**src/rtl/handshake_pkg.sv**
```systemverilog
// Shared definitions for the handshake fabric: index-width helpers and
// reset constants reused by every arbiter in the top level.
package handshake_pkg;

   localparam int unsigned PTR_RESET = 0;

   function automatic int unsigned clog2(input int unsigned n);
      int unsigned r;
      r = 0;
      while ((32'd1 << r) < n) r = r + 1;
      return r;
   endfunction

   // A single requester still needs a 1-bit index port.
   function automatic int unsigned src_width(input int unsigned n);
      int unsigned c;
      c = clog2(n);
      return (c < 1) ? 1 : c;
   endfunction

endpackage

```
**src/rtl/rr_handshake_arbiter_pick.sv**
```systemverilog
// Combinational round-robin picker: first requester at or after ptr,
// wrapping modulo N, as a one-hot grant plus its binary index.
module rr_pick
   import handshake_pkg::*;
#(
   parameter int unsigned N     = 4,
   parameter int unsigned SRC_W = 2
) (
   input  logic [N-1:0]     req,
   input  logic [SRC_W-1:0] ptr,
   output logic [N-1:0]     grant,
   output logic [SRC_W-1:0] idx,
   output logic             any
);

   logic found;

   // Outer loop walks search order; inner loop keeps every select constant.
   always_comb begin
      grant = '0;
      idx   = '0;
      found = 1'b0;
      for (int unsigned k = 0; k < N; k++) begin
         for (int unsigned i = 0; i < N; i++) begin
            if (!found && (i == (32'(ptr) + k) % N) && req[i]) begin
               found    = 1'b1;
               grant[i] = 1'b1;
               idx      = SRC_W'(i);
            end
         end
      end
      any = found;
   end

endmodule

```
**src/rtl/rr_handshake_arbiter.sv**
```systemverilog
// N-to-1 round-robin arbiter with a forward-registered ready/valid output
// stage; ready back to the masters is combinational from the slave ready.
module rr_handshake_arbiter
   import handshake_pkg::*;
#(
   parameter int unsigned N     = 4,
   parameter int unsigned WIDTH = 8
) (
   input  logic                      clk,
   input  logic                      rst,
   input  logic [N-1:0]              m_valid,
   input  logic [N*WIDTH-1:0]        m_data,
   output logic [N-1:0]              m_ready,
   output logic                      s_valid,
   output logic [WIDTH-1:0]          s_data,
   output logic [src_width(N)-1:0]   s_src,
   input  logic                      s_ready
);

   localparam int unsigned SRC_W = src_width(N);

   logic [SRC_W-1:0] ptr;
   logic [N-1:0]     grant;
   logic [SRC_W-1:0] g_idx;
   logic             any;
   logic             load;
   logic [WIDTH-1:0] g_data;

   rr_pick #(
      .N     (N),
      .SRC_W (SRC_W)
   ) u_pick (
      .req   (m_valid),
      .ptr   (ptr),
      .grant (grant),
      .idx   (g_idx),
      .any   (any)
   );

   assign load    = (~s_valid | s_ready) & any & ~rst;
   assign m_ready = load ? grant : '0;

   always_comb begin
      g_data = '0;
      for (int unsigned i = 0; i < N; i++) begin
         if (grant[i]) g_data = m_data[i*WIDTH +: WIDTH];
      end
   end

   // A load while draining overwrites the held word, keeping s_valid high.
   always_ff @(posedge clk) begin
      if (rst) begin
         s_valid <= 1'b0;
         s_data  <= '0;
         s_src   <= '0;
         ptr     <= SRC_W'(PTR_RESET);
      end else if (load) begin
         s_valid <= 1'b1;
         s_data  <= g_data;
         s_src   <= g_idx;
         ptr     <= (g_idx == SRC_W'(N - 1)) ? '0 : g_idx + SRC_W'(1);
      end else if (s_ready) begin
         s_valid <= 1'b0;
      end
   end

endmodule
```
**config.mk**
```make
export PLATFORM = sky130hd
export DESIGN_NAME = rr_handshake_arbiter
export DESIGN_NICKNAME = d
export VERILOG_FILES = /design/src/rtl/handshake_pkg.sv /design/src/rtl/rr_handshake_arbiter_pick.sv /design/src/rtl/rr_handshake_arbiter.sv
export SDC_FILE = /design/constraint.sdc
export NUM_CORES = 1
export LEC_CHECK = 0
export CORE_MARGIN = 2
export CORE_UTILIZATION = 38
export DETAILED_ROUTE_END_ITERATION = 10
export PLACE_DENSITY = 0.86
export SLEW_MARGIN = 20
export SYNTH_ARGS = -nofsm -noshare
export SYNTH_HDL_FRONTEND = slang
export SYNTH_SLANG_ARGS = --single-unit
```
**constraint.sdc**
```tcl
create_clock -name clk -period 4.8 [get_ports clk]
set_clock_uncertainty 0.05 [all_clocks]
set_input_delay 1.2 -clock clk [delete_from_list [all_inputs] [get_ports clk]]
set_output_delay 1.2 -clock clk [all_outputs]
set_load 0.005 [all_outputs]
```
==> results.cfg, run 1 <==
[status]
status = completed

[cts]
cts_made_buffers = 3
clock_latency_ns = 0.27
cts_hold_buf = 0
cts_tree = built
cts_max_path_buffers = 2
cts_setup_buffers = 0
clk_pin_slew_worst_paths_ns = 0.08
clock_sinks = 13
clock-root-buffer = clkbuf_4
htree_num_levels = 1
cts_resized = 0

[global_routing]
antenna_found_initial = 0
grt_use_met1_pct = 27.8
grt.busiest_layer = met2
grt_use_total_pct = 22.4
grt_overflow_total = 0
met3_usage_pct = 3.57
grt_pass1_wl_mm = 4.21
grt_pass1_vias = 916
grt.met2_usage_pct = 37.5
grt_max_degree = 13

[setup_path]
cp.required_ns = 3.55
max_stage_delay_ns = 0.61
cp-end-kind = primary output
r2r_setup_slack_ns = 2.99
cp-start-kind = input port
critPathSlowestCell = clkdlybuf4s50_1
path_class = input port to primary output
startpoint = m_valid[1]
reg2reg_from = ptr[1]
path_cells = clkdlybuf4s50_1, nor2_1, a21boi_2, nand2b_1, nor2b_1, clkdlybuf4s50_1
worstPathMaxFanout = 12
regToRegEndpoint = s_data[4]
worst_ep_arrival_time_ns = 3.26
cp-endpoint = m_ready[0]
ff2ff_path_depth = 5
cpMostUsedCell = clkdlybuf4s50_1

[power]
p_per_area_nw_per_um2 = 234
combPwrFrac_pct = 39.9
netSwitchingFraction_pct = 29.4
intPower_mw = 0.231
ir_worst_vdd_uv = 166
leakage_nw = 0.512
clkPwrFrac_pct = 20.4
power_mw = 0.327
p_seq_share_pct = 39.7
p_switching_mw = 0.0961

[timing]
tns_ns = 0
finalMaxSlewViolations = 0
hold_viol = 0
setup_viol = 0
maxSlewHeadroom_pct = 51.7
final.min_clock_period_ns = 4.51
hold_ws_ns = 0.403
min_period_over_period_pct = 93.9
rsz0062_at_grt = no
worst_slew_pin_slew_ns = 0.715
clock.fmax_ghz = 0.222

[cells_and_area]
syn_to_final_growth_pct = 70.0
fin_util_pct = 69.7
fin_nets = 194
drive_gt1_share_pct = 8.44
fillers = 172
fin_area_um2 = 1400
num_antenna_cells = 0

[yosys]
syn_avg_cell_area_um2 = 8.21
ys_seq_elements = 13
async_flop_share_pct = 0
synth.distinct_cells = 29
seq_area_frac_synth_pct = 31.7
syn_nets = 139
synth-edff-count = 0
synthCells = 100
ys.flop_type = dfxtp_1
synth_area_um2 = 821
ys.warnings.count = 0

[placement]
dp_hpwl_mm = 2.14
detailed_place.area_um2 = 1370
gp_congestion = 0.864
portBuffers = 53

[routing]
wl_per_cell_um = 14.9
vias = 953
first_iter_violations = 26
first_pass_iters = 4
viasPerCell = 5.27
drc = 0
finalWirelength_mm = 2.70
drtAntennaViolNets = 0

[floorplan]
dieArea_um2 = 2550
core_area_um2 = 2000
num_rows = 16
die_height_um = 50.5
die_x_um = 50.5
initial_core_util_pct = 41.0
pin_count = 54

[run]
drv_cap = 0

[min_path]
hp-class = register to register
[layout make-up]
class | count | area, um2 | area share, %
well taps | 27 | 33.8 | 2.42
clock buffers | 4 | 26.3 | 1.88
flip-flops and latches | 13 | 260 | 18.7
repair buffers | 56 | 553 | 39.6
inverters | 4 | 15.0 | 1.08
multi-input cells | 77 | 507 | 36.3
[cells in the mapped netlist, types with 2 or more instances]
cell	n	share of area (%)
inv_1	3	1.4
nand2b_1	3	2.3
dfxtp_1	13	32
or3_1	2	1.5
nor2_1	16	7.3
buf_2	4	2.4
o31ai_1	8	7.3
a211oi_1	8	7.3
a22o_1	8	8.5
a21oi_1	4	2.4
nand2_1	10	4.6
nor3_1	2	1.2
nor2b_1	3	2.3
[sequential cells by signal (all words and copies together) (netlist names)]
| register | flops |
|---|---|
| s_data | 8 |
| ptr | 2 |
| s_valid | 1 |
| s_src | 2 |
[worst max-delay path: cells and delay by family]
| kind | cells | cell delay [ns] |
|---|---|---|
| buffers and inverters | 2 | 1.15 |
| and+or+nand+nor | 3 | 0.67 |
| AOI/OAI and AO/OA | 1 | 0.25 |
[layer usage]
metal,part of all wire (%),routed length [um]
met1,44,1190
met5,0,0
met2,49,1330
met4,1.4,37
met3,4.9,133
[power groups by stage]
stage	Sequential, mW	Clock, mW	Combinational, mW
after CTS	0.130	0.0680	0.131
after global routing	0.131	0.0762	0.141
after floorplan	0.129	0	0.0629
final	0.130	0.0667	0.131
after detailed placement	0.132	0	0.130
after global placement	0.132	0	0.129
[placed cells by master (no fill, tap or decap)]
| master | n |
|---|---|
| a21boi_2 | 1 |
| o221ai_2 | 1 |
| nand2_1 | 10 |
| or3_1 | 2 |
| clkbuf_1 | 1 |
| o31ai_1 | 8 |
| a21oi_2 | 1 |
| inv_2 | 1 |
| o2bb2ai_1 | 1 |
| a21oi_1 | 4 |
| a311oi_1 | 1 |
| nor2b_1 | 3 |
| a211oi_1 | 8 |
| nor3_1 | 2 |
| o32ai_4 | 1 |
| o221a_1 | 1 |
| o21ai_0 | 1 |
| inv_1 | 3 |
| o221a_2 | 1 |
| clkbuf_4 | 3 |
| o41ai_1 | 1 |
| a31oi_1 | 1 |
| clkdlybuf4s50_1 | 53 |
| buf_4 | 3 |
| dfxtp_1 | 13 |
| nor2_1 | 16 |
| nor2_2 | 1 |
| nand2b_1 | 3 |
| a32o_1 | 1 |
| a22o_1 | 8 |
[kinds of logic after synthesis]
group                  synth area share [%]
DFF                                    31.7
and+or+nand+nor                        20.0
AOI/OAI and AO/OA                      41.8
buffers and inverters                  6.55
[metrics by stage]
stage          cells  worst slack [ns]
6_report         181             0.291
3_3_place_gp     177             0.389
4_1_cts          181             0.291
2_1_floorplan    100              1.57
3_5_place_dp     177             0.291
5_1_grt          181             0.145
[how the worst min path moves through the flow]
stage,end,slack (ns),startpoint,cells past startpoint
5_1_grt,s_data[5],0.43,s_data[5],2
4_1_cts,s_data[0],0.41,s_data[0],2
6_report,s_data[0],0.40,s_data[0],2
3_3_place_gp,s_data[0],0.38,s_data[0],2
2_1_floorplan,s_data[0],0.40,s_data[0],2
3_5_place_dp,s_data[0],0.39,s_data[0],2
Note: power is estimated with default switching activity, not from simulation.
==> inputs of run 2 (changes only) <==
--- a/config.mk
+++ b/config.mk
@@ -8,6 +8,7 @@
 export CORE_MARGIN = 2
 export CORE_UTILIZATION = 38
 export DETAILED_ROUTE_END_ITERATION = 10
+export HOLD_SLACK_MARGIN = 0.12
 export PLACE_DENSITY = 0.86
 export SLEW_MARGIN = 20
 export SYNTH_ARGS = -nofsm -noshare
==> results of run 2 <==
Same layout as run 1: the final DEF is identical, and so are final timing and power.
